**src/rtl/arm_mc_pkg.sv**
```systemverilog
// Shared types and constants for the multicycle ARM controller.
// State encoding, ALU operation codes, opcode and condition fields.
package arm_mc_pkg;

  typedef enum logic [3:0] {
    FETCH    = 4'd0,
    DECODE   = 4'd1,
    MEMADR   = 4'd2,
    MEMREAD  = 4'd3,
    MEMWB    = 4'd4,
    MEMWRITE = 4'd5,
    EXECR    = 4'd6,
    EXECI    = 4'd7,
    ALUWB    = 4'd8,
    BRANCH   = 4'd9
  } state_t;

  localparam logic [2:0] ALU_ADD = 3'd0;
  localparam logic [2:0] ALU_SUB = 3'd1;
  localparam logic [2:0] ALU_AND = 3'd2;
  localparam logic [2:0] ALU_ORR = 3'd3;
  localparam logic [2:0] ALU_EOR = 3'd4;

  localparam logic [1:0] OP_DP  = 2'b00;
  localparam logic [1:0] OP_MEM = 2'b01;
  localparam logic [1:0] OP_BR  = 2'b10;
  localparam logic [1:0] OP_NOP = 2'b11;

  localparam logic [3:0] CMD_AND = 4'b0000;
  localparam logic [3:0] CMD_EOR = 4'b0001;
  localparam logic [3:0] CMD_SUB = 4'b0010;
  localparam logic [3:0] CMD_ADD = 4'b0100;
  localparam logic [3:0] CMD_CMP = 4'b1010;
  localparam logic [3:0] CMD_ORR = 4'b1100;

  localparam logic [3:0] CC_EQ = 4'd0;
  localparam logic [3:0] CC_NE = 4'd1;
  localparam logic [3:0] CC_CS = 4'd2;
  localparam logic [3:0] CC_CC = 4'd3;
  localparam logic [3:0] CC_MI = 4'd4;
  localparam logic [3:0] CC_PL = 4'd5;
  localparam logic [3:0] CC_VS = 4'd6;
  localparam logic [3:0] CC_VC = 4'd7;
  localparam logic [3:0] CC_HI = 4'd8;
  localparam logic [3:0] CC_LS = 4'd9;
  localparam logic [3:0] CC_GE = 4'd10;
  localparam logic [3:0] CC_LT = 4'd11;
  localparam logic [3:0] CC_GT = 4'd12;
  localparam logic [3:0] CC_LE = 4'd13;
  localparam logic [3:0] CC_AL = 4'd14;
  localparam logic [3:0] CC_NV = 4'd15;

endpackage

```
**src/rtl/arm_cond_unit.sv**
```systemverilog
// NZCV flags register and condition-code evaluation.
// Logic ops update only N,Z, so the two halves have separate enables.
module arm_cond_unit
  import arm_mc_pkg::*;
(
  input  logic       clk,
  input  logic       reset,
  input  logic [3:0] cond,
  input  logic [3:0] alu_flags,
  input  logic       write_nz,
  input  logic       write_cv,
  output logic       cond_ex
);

  logic [3:0] flags;
  logic       n, z, c, v;

  assign {n, z, c, v} = flags;

  always_ff @(posedge clk) begin
    if (reset) begin
      flags <= 4'b0000;
    end else begin
      if (write_nz) flags[3:2] <= alu_flags[3:2];
      if (write_cv) flags[1:0] <= alu_flags[1:0];
    end
  end

  always_comb begin
    cond_ex = 1'b0;
    case (cond)
      CC_EQ: cond_ex = z;
      CC_NE: cond_ex = ~z;
      CC_CS: cond_ex = c;
      CC_CC: cond_ex = ~c;
      CC_MI: cond_ex = n;
      CC_PL: cond_ex = ~n;
      CC_VS: cond_ex = v;
      CC_VC: cond_ex = ~v;
      CC_HI: cond_ex = c & ~z;
      CC_LS: cond_ex = ~c | z;
      CC_GE: cond_ex = (n == v);
      CC_LT: cond_ex = (n != v);
      CC_GT: cond_ex = ~z & (n == v);
      CC_LE: cond_ex = z | (n != v);
      CC_AL: cond_ex = 1'b1;
      default: cond_ex = 1'b0;
    endcase
  end

endmodule

```
**src/rtl/arm_mc_controller.sv**
```systemverilog
// Multicycle ARM control unit: main FSM, instruction and ALU decode.
// Write strobes are gated by the condition check and memory ready.
module arm_mc_controller
  import arm_mc_pkg::*;
#(
  parameter int ALUCTRL_W   = 2,
  parameter bit MEM_WAIT_EN = 1'b1
) (
  input  logic                 clk,
  input  logic                 reset,
  input  logic [19:0]          Instr,
  input  logic [3:0]           ALUFlags,
  input  logic                 MemReady,
  output logic                 PCWrite,
  output logic                 MemWrite,
  output logic                 RegWrite,
  output logic                 IRWrite,
  output logic                 AdrSrc,
  output logic [1:0]           RegSrc,
  output logic [1:0]           ALUSrcA,
  output logic [1:0]           ALUSrcB,
  output logic [1:0]           ResultSrc,
  output logic [1:0]           ImmSrc,
  output logic [ALUCTRL_W-1:0] ALUControl,
  output logic [3:0]           State
);

  localparam bit EXT = (ALUCTRL_W >= 3);

  state_t state, next;

  logic [3:0] cond, cmd;
  logic [1:0] op;
  logic       imm, s_bit, l_bit, rdy;
  logic       cond_ex, flag_upd;
  logic       dp_write, cmp, logic_op;
  logic [ALUCTRL_W-1:0] alu_op, alu_ctl;
  logic       unused;

  assign cond   = Instr[19:16];
  assign op     = Instr[15:14];
  assign imm    = Instr[13];
  assign cmd    = Instr[12:9];
  assign s_bit  = Instr[8];
  assign l_bit  = Instr[8];
  assign unused = ^Instr[7:0];
  assign rdy    = MEM_WAIT_EN ? MemReady : 1'b1;

  assign ImmSrc = op;
  assign RegSrc = {op == OP_MEM, op == OP_BR};
  assign State  = reset ? FETCH : state;
  assign ALUControl = alu_ctl;

  always_ff @(posedge clk) begin
    if (reset) state <= FETCH;
    else       state <= next;
  end

  always_comb begin
    next = state;
    case (state)
      FETCH:    if (rdy) next = DECODE;
      DECODE: begin
        case (op)
          OP_MEM:  next = MEMADR;
          OP_DP:   next = imm ? EXECI : EXECR;
          OP_BR:   next = BRANCH;
          default: next = FETCH;
        endcase
      end
      MEMADR:   next = l_bit ? MEMREAD : MEMWRITE;
      MEMREAD:  if (rdy) next = MEMWB;
      MEMWRITE: if (rdy) next = FETCH;
      EXECR,
      EXECI:    next = ALUWB;
      default:  next = FETCH;
    endcase
  end

  // Unsupported commands fall back to ADD with no register write.
  always_comb begin
    alu_op   = ALUCTRL_W'(ALU_ADD);
    dp_write = 1'b0;
    cmp      = 1'b0;
    logic_op = 1'b0;
    case (cmd)
      CMD_ADD: dp_write = 1'b1;
      CMD_SUB: begin
        alu_op   = ALUCTRL_W'(ALU_SUB);
        dp_write = 1'b1;
      end
      CMD_AND: begin
        alu_op   = ALUCTRL_W'(ALU_AND);
        dp_write = 1'b1;
        logic_op = 1'b1;
      end
      CMD_ORR: begin
        alu_op   = ALUCTRL_W'(ALU_ORR);
        dp_write = 1'b1;
        logic_op = 1'b1;
      end
      CMD_EOR: begin
        if (EXT) begin
          alu_op   = ALUCTRL_W'(ALU_EOR);
          dp_write = 1'b1;
          logic_op = 1'b1;
        end
      end
      CMD_CMP: begin
        if (EXT) begin
          alu_op = ALUCTRL_W'(ALU_SUB);
          cmp    = 1'b1;
        end
      end
      default: ;
    endcase
  end

  always_comb begin
    PCWrite   = 1'b0;
    MemWrite  = 1'b0;
    RegWrite  = 1'b0;
    IRWrite   = 1'b0;
    AdrSrc    = 1'b0;
    ALUSrcA   = 2'b00;
    ALUSrcB   = 2'b00;
    ResultSrc = 2'b00;
    alu_ctl   = ALUCTRL_W'(ALU_ADD);
    flag_upd  = 1'b0;
    case (state)
      FETCH: begin
        ALUSrcA   = 2'b01;
        ALUSrcB   = 2'b10;
        ResultSrc = 2'b10;
        IRWrite   = rdy;
        PCWrite   = rdy;
      end
      DECODE: begin
        ALUSrcA   = 2'b01;
        ALUSrcB   = 2'b10;
        ResultSrc = 2'b10;
      end
      MEMADR:   ALUSrcB = 2'b01;
      EXECI: begin
        ALUSrcB  = 2'b01;
        alu_ctl  = alu_op;
        flag_upd = s_bit | cmp;
      end
      EXECR: begin
        alu_ctl  = alu_op;
        flag_upd = s_bit | cmp;
      end
      MEMREAD:  AdrSrc = 1'b1;
      MEMWRITE: begin
        AdrSrc   = 1'b1;
        MemWrite = cond_ex;
      end
      MEMWB: begin
        ResultSrc = 2'b01;
        RegWrite  = cond_ex;
      end
      ALUWB:    RegWrite = cond_ex & dp_write;
      BRANCH: begin
        ALUSrcA   = 2'b10;
        ALUSrcB   = 2'b01;
        ResultSrc = 2'b10;
        PCWrite   = cond_ex;
      end
      default: ;
    endcase
    // Under reset present a quiet FETCH regardless of the held state.
    if (reset) begin
      PCWrite   = 1'b0;
      MemWrite  = 1'b0;
      RegWrite  = 1'b0;
      IRWrite   = 1'b0;
      AdrSrc    = 1'b0;
      ALUSrcA   = 2'b01;
      ALUSrcB   = 2'b10;
      ResultSrc = 2'b10;
      alu_ctl   = ALUCTRL_W'(ALU_ADD);
      flag_upd  = 1'b0;
    end
  end

  arm_cond_unit u_cond (
    .clk       (clk),
    .reset     (reset),
    .cond      (cond),
    .alu_flags (ALUFlags),
    .write_nz  (flag_upd & cond_ex),
    .write_cv  (flag_upd & cond_ex & ~logic_op),
    .cond_ex   (cond_ex)
  );

endmodule

```
**config.mk**
```make
export PLATFORM = sky130hd
export DESIGN_NAME = arm_mc_controller
export DESIGN_NICKNAME = d
export VERILOG_FILES = /design/src/rtl/arm_mc_pkg.sv /design/src/rtl/arm_cond_unit.sv /design/src/rtl/arm_mc_controller.sv
export SDC_FILE = /design/constraint.sdc
export NUM_CORES = 1
export LEC_CHECK = 0
export CAP_MARGIN = 20
export CORE_MARGIN = 4
export CORE_UTILIZATION = 38
export CTS_CLUSTER_SIZE = 16
export DETAILED_ROUTE_END_ITERATION = 6
export PLACE_DENSITY = 0.86
export SYNTH_ARGS = -nofsm -noshare
export SYNTH_HDL_FRONTEND = slang
export SYNTH_HIERARCHICAL = 1
export SYNTH_SLANG_ARGS = --single-unit
```
**constraint.sdc**
```tcl
create_clock -name clk -period 3.2 [get_ports clk]
set_clock_uncertainty 0.15 [all_clocks]
set_input_delay 0.64 -clock clk [delete_from_list [all_inputs] [get_ports clk]]
set_output_delay 0.64 -clock clk [all_outputs]
set_load 0.05 [all_outputs]
```
==> results.json <==
{
  "status": "finished, final reports clean",
  "coreArea_sq_um": 2210,
  "synth_cells": 113,
  "clockBufferDepth": 2,
  "irDropWorstVdd_uv": 262,
  "antenna_found_initial": 0,
  "m1WireLength_microns": 1120,
  "root_buffer": "clkbuf_4",
  "power_density_nw_per_um2": 348,
  "hp-class": "reg -> reg",
  "overflow": 0,
  "worstSetupPathType": "in -> out",
  "async_flop_share_pct": 0,
  "cts_tree": "yes",
  "postRouteWirelength_microns": 2670,
  "fin_util_pct": 70.3,
  "cts-buffers-inserted": 3,
  "hold_depth": 2,
  "period_minus_slack_ns": 3.20,
  "synth_cell_type_count": 45,
  "endpoint_kind": "output port",
  "slowest_delay_ns": 0.29,
  "syn_nets": 140,
  "die_width_microns": 56.1,
  "layout-drive-gt1-share_pct": 35.0,
  "clk_latency_ns": 0.25,
  "vias": 1033,
  "synth_top_flop_cell": "dfxtp_1",
  "r2r_slack_ns": 0.64,
  "dpl.hpwl_microns": 2160,
  "cp.required_ns": 2.41,
  "crit_path_cell_trace": "buf_2 > and3b_1 > a21oi_1 > o311ai_2 > mux2i_1 > o31ai_1 > nand2b_1 > buf_4 > a2111oi_4 > buf_12",
  "rows": 17,
  "initial_core_util_pct": 39.7,
  "drtPass1Iterations": 4,
  "min_from": "u_cond/flags[1]$_SDFFE_PP0P_",
  "period_share_pct": 99.9,
  "cap_violations": 0,
  "drc": 0,
  "power.leakage_nw": 0.603,
  "slew_viol_final": 0,
  "crit_start": "Instr[18]",
  "grt_max_degree": 17,
  "hold_viol": 0,
  "grt_pass1_vias": 1021,
  "top_layer": "met4",
  "fmax_ghz": 0.313,
  "grt_usage_pct": 17.9,
  "startpoint_type": "input port",
  "antenna_cells": 0,
  "final-setup-viol-count": 0,
  "synth_edf_count": 0,
  "worst_slew_pin_slew_ns": 0.548,
  "vias_per_cell": 5.58,
  "final_antenna_net_count": 0,
  "cts.sinks": 8,
  "dp.cells": 180,
  "fin_hold_ws_ns": 0.403,
  "hold-path-endpoint": "u_cond/flags[1]$_SDFFE_PP0P_",
  "nets": 186,
  "cp_max_fo": 7,
  "grt_pass1_wl_microns": 4620,
  "synth.cell_area_sq_um": 878,
  "r2r-start": "u_cond/flags[3]$_SDFFE_PP0P_",
  "ys_seq_area_share_pct": 18.2,
  "die_y_microns": 56.1,
  "syn_to_final_growth_pct": 77.1,
  "io-pin-count": 48,
  "cp_slowest_cell": "o311ai_2",
  "arrival_ns": 2.41,
  "clk_pin_slew_worst_paths_ns": 0.05,
  "io_buffer_count": 39,
  "drtIter0Drc": 33,
  "wl_met3_microns": 121,
  "reg2reg_depth": 11,
  "synth_warnings": 6,
  "die-area_sq_um": 3140,
  "layout.cells.non_filler": 185,
  "reg2reg_to": "u_cond/flags[0]$_SDFFE_PP0P_",
  "avgSynthCellArea_sq_um": 7.77,
  "synth-seq-cells": 8,
  "htreeDepth": 1,
  "rsz0062_at_grt": "true",
  "met2_length_microns": 1360,
  "wl_per_cell_microns": 14.5,
  "max_slew_margin_pct": 63.4,
  "routabilityCongestion": 0.848
}
cell type report:
| type | count | area (sq um) |
|---|---|---|
| timing repair buffer | 50 | 622 |
| multi-input combinational | 93 | 704 |
| sequential | 8 | 160 |
| fill | 161 | 657 |
| tap | 28 | 35.0 |
| inverter | 3 | 11.3 |
| clock buffer | 3 | 22.5 |
critical path, delay by kind of cell:
| kind | cells | cell delay [ns] |
|---|---|---|
| buffers and inverters | 3 | 0.48 |
| AND/OR/NAND/NOR | 2 | 0.33 |
| AO/OA/AOI/OAI | 4 | 0.83 |
| multiplexers | 1 | 0.13 |
how the worst max path moves through the flow:
stage,endpoint,slack [ns],cells past startpoint
2_1_floorplan,RegWrite,-0.05,8
3_3_place_gp,RegWrite,-0.33,9
3_5_place_dp,RegWrite,-0.39,9
4_1_cts,RegWrite,0.02,10
5_1_grt,RegWrite,-0.11,10
6_report,RegWrite,0.004,10
metrics by stage:
| stage | setup WS [ns] | cell area (sq um) | TNS, ns | power, W |
|---|---|---|---|---|
| 6_report | 0.00422 | 1560 | 0 | 0.000542 |
| 5_1_grt | -0.114 | 1560 | -0.131 | 0.000564 |
| 4_1_cts | 0.0158 | 1560 | 0 | 0.000544 |
| 3_5_place_dp | -0.394 | 1510 | -1.28 | 0.000459 |
| 3_3_place_gp | -0.327 | 1510 | -0.991 | 0.000449 |
| 2_1_floorplan | -0.0498 | 918 | -0.0498 | 0.000325 |
logic make-up after synthesis:
family / Yosys count / share of synthesized area, %
AO/OA/AOI/OAI: 27 / 22.7
buffers and inverters: 12 / 9.26
multiplexers: 7 / 9.12
XOR/XNOR: 4 / 3.99
AND/OR/NAND/NOR: 55 / 36.8
flip-flops: 8 / 18.2
per-layer routing:
metal / GRT usage [%] / vias up
li1: - / 494
met3: 3.25 / 9
met5: 0 / -
met1: 19.8 / 491
met4: 8.14 / 0
met2: 32.6 / 39
cell usage after synthesis, drive strengths merged, types with 2 or more instances:
| cell type | instances | area, sq um |
|---|---|---|
| dfxtp | 8 | 160 |
| nor3b | 2 | 20.0 |
| nor4b | 2 | 23.8 |
| nor2 | 14 | 52.6 |
| nor2b | 7 | 43.8 |
| a31oi | 2 | 12.5 |
| nand2b | 5 | 31.3 |
| xor2 | 2 | 17.5 |
| nand2 | 7 | 26.3 |
| a21o | 2 | 15.0 |
| nor4 | 3 | 18.8 |
| a21oi | 5 | 28.8 |
| inv | 3 | 11.3 |
| mux2i | 5 | 50.1 |
| or2 | 3 | 18.8 |
| o21bai | 2 | 15.0 |
| o21ai | 5 | 25.0 |
| nand3 | 3 | 15.0 |
| mux2 | 2 | 30.0 |
| nor3 | 4 | 30.0 |
| xnor2 | 2 | 17.5 |
| buf | 9 | 70.1 |
timing repair:
action                                  CTS  global route
pin swaps                                 5             2
buffers inserted                          2             0
hold buffers                              0             0
endpoints found under the setup margin    3             3
resized for setup                        15             1
state kept, by name, indices dropped and copies added, names as in the netlist:
signal,count
u_cond/flags,4
state,4
layout by cell type, fill, tap and decap left out, drive strengths merged, types with 2 or more instances in the layout:
cell / instances
clkbuf: 4
nor3: 4
nor4: 3
mux2i: 5
dfxtp: 8
o21bai: 2
a21o: 2
o21ai: 5
a21oi: 5
buf: 32
mux2: 2
or2: 3
nor2: 14
nand2: 7
nand3: 3
nor4b: 2
xor2: 2
clkdlybuf4s50: 16
xnor2: 2
nand2b: 5
nor3b: 2
a31oi: 2
nor2b: 7
inv: 3
where the power goes:
group | internal (W) | switching, W | leakage, nW
clock network | 0.0000429 | 0.0000334 | 0.0138
logic | 0.000155 | 0.000166 | 0.524
registers | 0.000109 | 0.0000361 | 0.0650
Note: power is estimated with default switching activity, not from simulation.
